===== config.mk =====
export PLATFORM = sky130hd
export DESIGN_NAME = lsu_ctrl
export DESIGN_NICKNAME = d
export VERILOG_FILES = /design/src/rtl/lsu_ctrl.sv
export SDC_FILE = /design/constraint.sdc
export NUM_CORES = 1
export LEC_CHECK = 0
export CAP_MARGIN = 20
export CELL_PAD_IN_SITES_DETAIL_PLACEMENT = 1
export CELL_PAD_IN_SITES_GLOBAL_PLACEMENT = 2
export CORE_ASPECT_RATIO = 1.25
export CORE_MARGIN = 2
export CORE_UTILIZATION = 29
export DETAILED_ROUTE_END_ITERATION = 10
export HOLD_SLACK_MARGIN = 0.08
export PLACE_DENSITY_LB_ADDON = 0.05
export SLEW_MARGIN = 0
export SYNTH_ARGS = -nofsm -noshare
export SYNTH_HDL_FRONTEND = slang
export SYNTH_SLANG_ARGS = --single-unit

===== constraint.sdc =====
create_clock -name clk -period 4.2 [get_ports clk]
set_input_delay 1.26 -clock clk [delete_from_list [all_inputs] [get_ports clk]]
set_output_delay 1.26 -clock clk [all_outputs]
set_load 0.05 [all_outputs]

===== src/rtl/lsu_ctrl.sv =====
// Load/store control stage in front of a word-addressed data memory.
// Converts RV32I byte-addressed loads/stores to word accesses; SB/SH use read-modify-write.
module lsu_ctrl #(
  parameter int unsigned n = 32
) (
  input  logic         clk,
  input  logic         rst,
  input  logic         req_valid,
  input  logic         req_we,
  input  logic [2:0]   funct3,
  input  logic [n-1:0] addr,
  input  logic [n-1:0] wdata,
  input  logic [n-1:0] mem_rdata,
  output logic [n-1:0] mem_addr,
  output logic         mem_we,
  output logic [n-1:0] mem_wdata,
  output logic [n-1:0] load_data,
  output logic         done,
  output logic         err,
  output logic         busy
);

  typedef enum logic [1:0] {IDLE, RD, WR, DONE} state_e;

  state_e       state_q, state_d;
  logic [2:0]   f3_q, f3_d;
  logic         we_q, we_d;
  logic [1:0]   off_q, off_d;
  logic [15:0]  wdata_q, wdata_d;
  logic         err_q, err_d;
  logic [n-1:0] mem_addr_q, mem_addr_d;
  logic [n-1:0] mem_wdata_q, mem_wdata_d;
  logic [n-1:0] load_data_q, load_data_d;

  logic         req_err_c;
  logic [7:0]   byte_c;
  logic [15:0]  half_c;
  logic [n-1:0] ext_c;
  logic [n-1:0] merged_c;

  // Illegal width code or misaligned access, decided on the incoming request
  always_comb begin
    req_err_c = 1'b0;
    case (funct3)
      3'b000, 3'b100: req_err_c = 1'b0;
      3'b001, 3'b101: req_err_c = addr[0];
      3'b010:         req_err_c = (addr[1:0] != 2'b00);
      default:        req_err_c = 1'b1;
    endcase
    if (req_we && funct3[2]) req_err_c = 1'b1;
  end

  // Load alignment/extension and store merge on the word read in RD
  always_comb begin
    byte_c   = mem_rdata[{off_q, 3'b000} +: 8];
    half_c   = off_q[1] ? mem_rdata[16 +: 16] : mem_rdata[0 +: 16];
    ext_c    = mem_rdata;
    merged_c = mem_rdata;
    case (f3_q)
      3'b000:  ext_c = {{(n-8){byte_c[7]}}, byte_c};
      3'b001:  ext_c = {{(n-16){half_c[15]}}, half_c};
      3'b100:  ext_c = {{(n-8){1'b0}}, byte_c};
      3'b101:  ext_c = {{(n-16){1'b0}}, half_c};
      default: ext_c = mem_rdata;
    endcase
    if (!f3_q[0]) merged_c[{off_q, 3'b000} +: 8] = wdata_q[7:0];
    else          merged_c[{off_q[1], 4'b0000} +: 16] = wdata_q;
  end

  always_comb begin
    state_d     = state_q;
    f3_d        = f3_q;
    we_d        = we_q;
    off_d       = off_q;
    wdata_d     = wdata_q;
    err_d       = err_q;
    mem_addr_d  = mem_addr_q;
    mem_wdata_d = mem_wdata_q;
    load_data_d = load_data_q;
    case (state_q)
      IDLE: begin
        if (req_valid) begin
          f3_d       = funct3;
          we_d       = req_we;
          off_d      = addr[1:0];
          wdata_d    = wdata[15:0];
          err_d      = req_err_c;
          mem_addr_d = n'(addr[n-1:2]);
          if (req_err_c) begin
            state_d = DONE;
          end else if (req_we && funct3 == 3'b010) begin
            mem_wdata_d = wdata;
            state_d     = WR;
          end else begin
            state_d = RD;
          end
        end
      end
      RD: begin
        if (we_q) begin
          mem_wdata_d = merged_c;
          state_d     = WR;
        end else begin
          load_data_d = ext_c;
          state_d     = DONE;
        end
      end
      WR:      state_d = DONE;
      DONE:    state_d = IDLE;
      default: state_d = IDLE;
    endcase
  end

  always_ff @(posedge clk) begin
    if (rst) begin
      state_q     <= IDLE;
      f3_q        <= 3'b000;
      we_q        <= 1'b0;
      off_q       <= 2'b00;
      wdata_q     <= 16'h0000;
      err_q       <= 1'b0;
      mem_addr_q  <= '0;
      mem_wdata_q <= '0;
      load_data_q <= '0;
    end else begin
      state_q     <= state_d;
      f3_q        <= f3_d;
      we_q        <= we_d;
      off_q       <= off_d;
      wdata_q     <= wdata_d;
      err_q       <= err_d;
      mem_addr_q  <= mem_addr_d;
      mem_wdata_q <= mem_wdata_d;
      load_data_q <= load_data_d;
    end
  end

  // Write enable is gated by rst so a reset edge never commits a write
  assign mem_we    = (state_q == WR) & ~rst;
  assign mem_addr  = mem_addr_q;
  assign mem_wdata = mem_wdata_q;
  assign load_data = load_data_q;
  assign done      = (state_q == DONE);
  assign err       = (state_q == DONE) & err_q;
  assign busy      = (state_q != IDLE);

endmodule


; ---- Yosys cells after proc, flatten, opt, wreduce, memory -nomap -nowiden
; Cells that the tools add are included.
; W data, S select, Z words.
[word_totals]
reg_bits = 119
in_bits = 103
word_cells = 64
output_inout_bits = 100
[op_classes]
n_mux = 17
shifts = 5
eq_ne = 14
add_sub_neg = 2
reduce_logical = 13
n_bitwise = 4
[op_table]
columns = cell, count
row1 = $mux W32, 5
row2 = $pmux W32 S4, 1
row3 = $bwmux W32, 2
row4 = $pmux W32 S2, 1
row5 = $shift A16 B7 Y32 const A, 1
row6 = $shift A8 B7 Y32 const A, 1
row7 = $shiftx A16 B7 Y32, 1
row8 = $shiftx A32 B6 Y8, 1
row9 = $shiftx A8 B7 Y32, 1
row10 = $mux W16, 1
row11 = $neg A5 Y7, 2
row12 = $eq A3 B3 Y1 const B, 4
row13 = $ne A2 B2 Y1 const B, 4
row14 = $pmux W2 S4, 1
row15 = $eq A3 B1 Y1 const B, 2
row16 = $logic_not A3 Y1, 2
row17 = $mux W2, 3
row18 = $reduce_bool A2 Y1, 3
row19 = $reduce_and A5 Y1, 1
row20 = $eq A2 B2 Y1 const B, 2
row21 = $reduce_and A2 Y1, 2
row22 = $reduce_or A2 Y1, 2
row23 = $eq A3 B2 Y1 const B, 1
row24 = $pmux W1 S3, 1
row25 = other kinds (6), 10

; ---- Logic depth before layout (Yosys ltp)
; Gate-level depths: netlist of run 1.
[depth]
ltp_word = 7
ltp_mapped = 9
mapped_depth_nobuf = 6

; ---- Worst setup path after synthesis of run 1
; Ideal clock, no wire load.
[synth_timing]
kind = input to output
start = input rst
end = output mem_we
t_required_ns = 2.940
slack_ns = 0.598
n_path_buf = 2
stages = 3
t_arrival_ns = 2.342
cell_sequence = clkbuf_1 > clkbuf_1 > nor2b_1
[synth_between]
elab_chain_cells = 2
[synth_rtl]
columns = item, line
row1 = "start, declared", 7  ; input logic rst,
row2 = $not A1 Y1, 139  ; assign mem_we = (state_q == WR) & ~rst;
row3 = $and A1 B1 Y1, 139
row4 = "end, declared", 15  ; output logic mem_we,
; No other way between the ends.

; ---- Final worst setup path of run 1
[layout_timing]
start = register state_q[0]
end = output busy
[layout_between]
elab_chain_cells = 1
[layout_rtl]
columns = item, line
row1 = "start, declared", 25  ; state_e state_q, state_d;
row2 = "start signal, assigned", 126  ; state_q <= state_d;
row3 = $reduce_bool A2 Y1, 145  ; assign busy = (state_q != IDLE);
row4 = "end, declared", 20  ; output logic busy
; No other way between the ends.

==> impl_metrics.tcl, run 1 <==
set metrics [dict create \
    grt_start_max_net_pins 77 \
    drv_cap 0 \
    die_w_um 135 \
    die_area_um2 22600 \
    clk-insertion-delay-late_ns 0.42 \
    area_delta_synth_final_pct 44.2 \
    layout_commonest_cell "clkdlybuf4s50_1" \
    fill_cells 2444 \
    fp.coreArea_um2 21000 \
    setup_viol 0 \
    via_per_inst 5.34 \
    hold_buffers 0 \
    clk_pin_slew_ns 0.06 \
    nNetsFinal 1009 \
    cts_root_buf "clkbuf_16" \
    gp_congestion 0.838 \
    initial_utilization 0.297 \
    max-slew-margin-rel 0.390 \
    fin_skew_ns 0.00774 \
    layout_common_cells "clkdlybuf4s50_1 (198), nand2_1 (131), dfxtp_1 (118)" \
    drv_slew 0 \
    yosysUniqueCellTypes 43 \
    antenna_found_initial 0 \
    overflow 0 \
    cts_buffer_depth 2 \
    worstSetupPathType "reg -> out" \
    critPathLaunchType "flop" \
    hpwl_um 18200 \
    drcViolationCount 0 \
    end_kind "primary output" \
    final.setup.tns_ns 0 \
    finalHoldViolCount 0 \
    portBuffers 200 \
    final_layout_size_suffix_gt1_frac 0.133 \
    wl_per_cell_um 21.2 \
    synth_area_um2 6220 \
    globalRouteTotalUtil 0.221 \
    fin_crit_ns 3.43 \
    synth_seq_area_share 0.383 \
    status "finished, final reports clean" \
    synth_ff_type "dfxtp_1" \
    cts_tree "yes" \
    die_y_um 168 \
    synth_warnings 0 \
    timing.fmax_mhz 292 \
    layoutNonFillerInstCount 1183 \
    ys_seq_elements 119 \
    crit_required_ns 2.94 \
    power.leakage_nw 3.21 \
    cts_num_sinks 119 \
    first_pass_iters 4 \
    first_global_vias 6599 \
    via_count 6316 \
    post_cts_buffers 0 \
    diodes 0 \
    regArea_um2 2380 \
    cp_max_fo 8 \
    synth.avg_cell_area_um2 8.52 \
    cp.arrival_ns 2.17 \
    numCtsBuffers 17 \
    ir_worst_vdd_mv 0.306 \
    num_rows 59 \
    multi_input_area_um2 3510 \
    rsz0062_at_grt "false" \
    synth_edf_count 0 \
    hp-class "reg -> reg" \
    postSynthCellCount 730 \
    drtIter0Drc 325 \
    p_per_area_nw_per_um2 729 \
    htreeDepth 4 \
    grt_pass1_wl_um 38100 \
    io_pins 203 \
    ant_nets 0 \
    synthArstFlopShare 0 \
    worst_slew_pin_slew_ns 0.914 \
    post_cts_resized 0 \
    layout_worst_path_cycle_share 0.815 \
    dpl.cell_count 1152 \
    routed_wl_um 25100 \
]
[path summary, 6_finish.rpt]
check               start            end  slack, ns  depth (start not counted)
max            state_q[0]           busy       0.77                          4
min          mem_addr[14]   mem_addr[14]       0.46                          2
max reg2reg      off_q[1]  mem_wdata[15]       1.01                          6
min reg2reg  mem_addr[14]   mem_addr[14]       0.46                          2
[where the power goes]
part / internal, W / switching (W) / leakage (nW)
logic: 0.00121 / 0.00214 / 1.96
registers: 0.00147 / 0.000259 / 0.974
clock network: 0.000915 / 0.000551 / 0.276
total: 0.00359 / 0.00295 / 3.21
[Yosys cell counts (11+ instances only)]
| cell | n | area, um^2 |
|---|---|---|
| a221oi_1 | 32 | 280 |
| a211oi_1 | 33 | 248 |
| o22ai_1 | 32 | 200 |
| clkbuf_1 | 43 | 161 |
| o21ai_0 | 11 | 55.1 |
| dfxtp_1 | 119 | 2380 |
| nor2_1 | 27 | 101 |
| mux2_2 | 61 | 687 |
| a21oi_1 | 62 | 310 |
| mux2i_1 | 16 | 160 |
| nand2_1 | 132 | 495 |
| nor3_1 | 34 | 170 |
| nor2b_1 | 42 | 263 |
[layer usage]
metal,routed length [um],vias up,share of wire,GRT usage
met4,1010,0,0.040,0.111
met5,0,-,0,0
met1,10100,3071,0.40,0.255
met3,1640,47,0.065,0.0569
li1,-,2959,-,-
met2,12400,239,0.49,0.377
[worst max-delay path, stage by stage (launching register included)]
cell and delay [ns]:
dfxtp_1 0.38, inv_1 0.09, ha_1 0.30, inv_1 0.16, clkdlybuf4s50_1 0.82
[registers in the layout, indices dropped and copies added (netlist names)]
signal / count
err_q: 1
f3_q: 3
load_data: 32
mem_addr: 30
mem_wdata: 32
off_q: 2
state_q: 2
wdata_q: 16
we_q: 1
[stage by stage]
step	utilization	total power (W)	area, um^2	setup WS, ns	hold slack (ns)
3_3_place_gp	0.399	0.00505	8380	0.832	0.442
2_1_floorplan	-	0.00400	6220	0.598	0.443
4_1_cts	0.428	0.00662	8970	0.740	0.459
3_5_place_dp	0.399	0.00512	8380	0.699	0.451
6_report	0.428	0.00654	8970	0.775	0.455
5_1_grt	0.428	0.00690	8970	0.675	0.475
[cell families after synthesis]
family                   Yosys count  share of synthesized area
AND/OR/NAND/NOR                  260                      0.198
AO/OA/AOI/OAI                    185                      0.201
flip-flops                       119                      0.383
multiplexers                      81                      0.145
buffers and inverters             75                     0.0537
adder cells (fa/ha/maj)            9                     0.0181
other                              1                   0.000603
[final cells by class]
class | instances | area share
Clock buffer | 20 | 0.0520
Clock inverter | 11 | 0.0140
Inverter | 10 | 0.00419
Multi-Input combinational cell | 537 | 0.392
Sequential cell | 119 | 0.266
Tap cell | 274 | 0.0382
Timing Repair Buffer | 212 | 0.234
Power figures use the tool's default switching activity.
==> inputs of run 2 (changes only) <==
Settings changed: CORE_UTILIZATION 29 to 26.
Clock period 4.2 ns to 3.3 ns, I/O delays scaled along.
==> run 2 against run 1 <==
Non-clock buffer count rose by 4. Highest routed layer unchanged. Clock skew rose by 0.0060 ns. Sequential share of layout area fell by 0.32 points. Critical endpoint unchanged. Via count fell by 1.6%. Total power rose by 30%. Hold slack improved by 0.0013 ns. Combinational power rose by 30%. Core utilization fell by 4.4 points. Design area rose by 1.2%. Sequential power rose by 27%.
==> impl_metrics.tcl, run 2 (synthesis results as in run 1) <==
set metrics [dict create \
    first_pass_iters 5 \
    die_area_um2 25200 \
    r2r_cells 6 \
    fin_skew_ns 0.0137 \
    num_rows 63 \
    layout_common_cells "clkdlybuf4s50_1 (198), nand2_1 (131), dfxtp_1 (118)" \
    fin_crit_ns 3.16 \
    ant_nets 0 \
    grt_pass1_wl_um 38500 \
    crit_top_cell "inv_1" \
    post_cts_buffers 0 \
    status "finished, final reports clean" \
    cts_root_buf "clkbuf_16" \
    via_per_inst 5.16 \
    power.total_w 0.00850 \
    drcViolationCount 0 \
    fp.coreArea_um2 23600 \
    reg2reg_slack_ns 0.89 \
    drv_slew 0 \
    routed_wl_um 25800 \
    antenna_found_initial 1 \
    io_pins 203 \
    worstHoldStart "mem_addr[17]" \
    cts_num_sinks 119 \
    crit_required_ns 2.31 \
    drtIter0Drc 342 \
    rsz0062_at_grt "false" \
    cts_buffer_depth 2 \
    first_global_vias 6497 \
    numCtsBuffers 17 \
    crit_path_cell_trace "inv_1, ha_1, inv_1, clkdlybuf4s50_1" \
    whs_path_depth 2 \
    gp_congestion 0.795 \
    critPathLaunchType "flop" \
    end_kind "primary output" \
    hpwl_um 18500 \
    initial_utilization 0.263 \
    die_w_um 142 \
    holdWs_ns 0.457 \
    fill_cells 2722 \
    cp_max_fo 8 \
    setup_viol 0 \
    diodes 0 \
    htreeDepth 4 \
    hp-class "reg -> reg" \
    final_layout_size_suffix_gt1_frac 0.133 \
    cp_slowest_cell "clkdlybuf4s50_1" \
    worstSetupPathType "reg -> out" \
    cp.arrival_ns 2.17 \
    wl_per_cell_um 21.4 \
    hold_buffers 0 \
    r2r_start "off_q[0]" \
    via_count 6215 \
    reg2reg_to "mem_wdata[15]" \
    p_per_area_nw_per_um2 936 \
    finalHoldViolCount 0 \
    overflow 0 \
    timing.fmax_mhz 317 \
    layout_worst_path_cycle_share 0.956 \
    power.leakage_nw 3.25 \
    area_delta_synth_final_pct 46.0 \
    hold_end "mem_addr[17]" \
    nNetsFinal 1013 \
    globalRouteTotalUtil 0.204 \
    final.setup.tns_ns 0 \
    portBuffers 200 \
    layout_commonest_cell "clkdlybuf4s50_1" \
    worst_slew_pin_slew_ns 1.06 \
    worst_path_largest_cell_delay_ns 0.82 \
    max-slew-margin-rel 0.294 \
    clk-insertion-delay-late_ns 0.42 \
    grt_start_max_net_pins 146 \
    cts_tree "yes" \
    post_cts_resized 0 \
    die_y_um 177 \
    ir_worst_vdd_mv 0.383 \
    drv_cap 0 \
    clk_pin_slew_ns 0.06 \
]
[run 2: changes by cell type in the layout (fill, tap and decap cells not counted), sizes merged]
cell | before | now
clkbuf | 20 | 22
clkinv | 5 | 2
bufinv | 2 | 4
clkinvlp | 5 | 3
buf | 14 | 18
[run 2: layout make-up]
type,count,area (um^2),share of cell area
Sequential cell,119,2380,0.263
Multi-Input combinational cell,537,3510,0.387
Clock inverter,8,148,0.0163
Clock buffer,22,464,0.0511
Timing Repair Buffer,216,2170,0.239
Tap cell,292,365,0.0402
Inverter,10,37.5,0.00414
[run 2: layer usage]
layer  GRT usage  share of wire
met1       0.244           0.41
met2       0.348           0.50
met3      0.0514          0.062
met4      0.0821          0.030
met5           0              0
[run 2: worst max-delay path by stage]
stage	endpoint	cells past startpoint	start
floorplan	mem_we	3	rst
global placement	mem_wdata[28]	6	funct3[0]
detailed placement	mem_wdata[6]	6	funct3[0]
CTS	busy	4	state_q[0]
global route	busy	4	state_q[0]
finish	busy	4	state_q[0]
[run 2: power by group]
part           total [W]  internal [W]  leakage (nW)  switching, W
sequential       0.00219       0.00187         0.974      0.000322
clock            0.00197       0.00129         0.288      0.000673
combinational    0.00434       0.00159          1.99       0.00275
total            0.00850       0.00475          3.25       0.00375
[run 2: through the flow]
stage	utilization	cells	cell area (um^2)	setup WS, ns
after floorplan	-	731	6220	0.238
after global placement	0.358	1174	8470	0.356
after detailed placement	0.358	1174	8470	0.318
after CTS	0.384	1204	9080	0.119
after global routing	0.384	1204	9080	0.0513
final	0.384	1204	9080	0.145
[run 2: critical path: cells and delay by family, from the launching register on]
family	cells	cell delay, ns
fa+ha+maj	1	0.30
flops	1	0.38
buf+inv	3	1.06
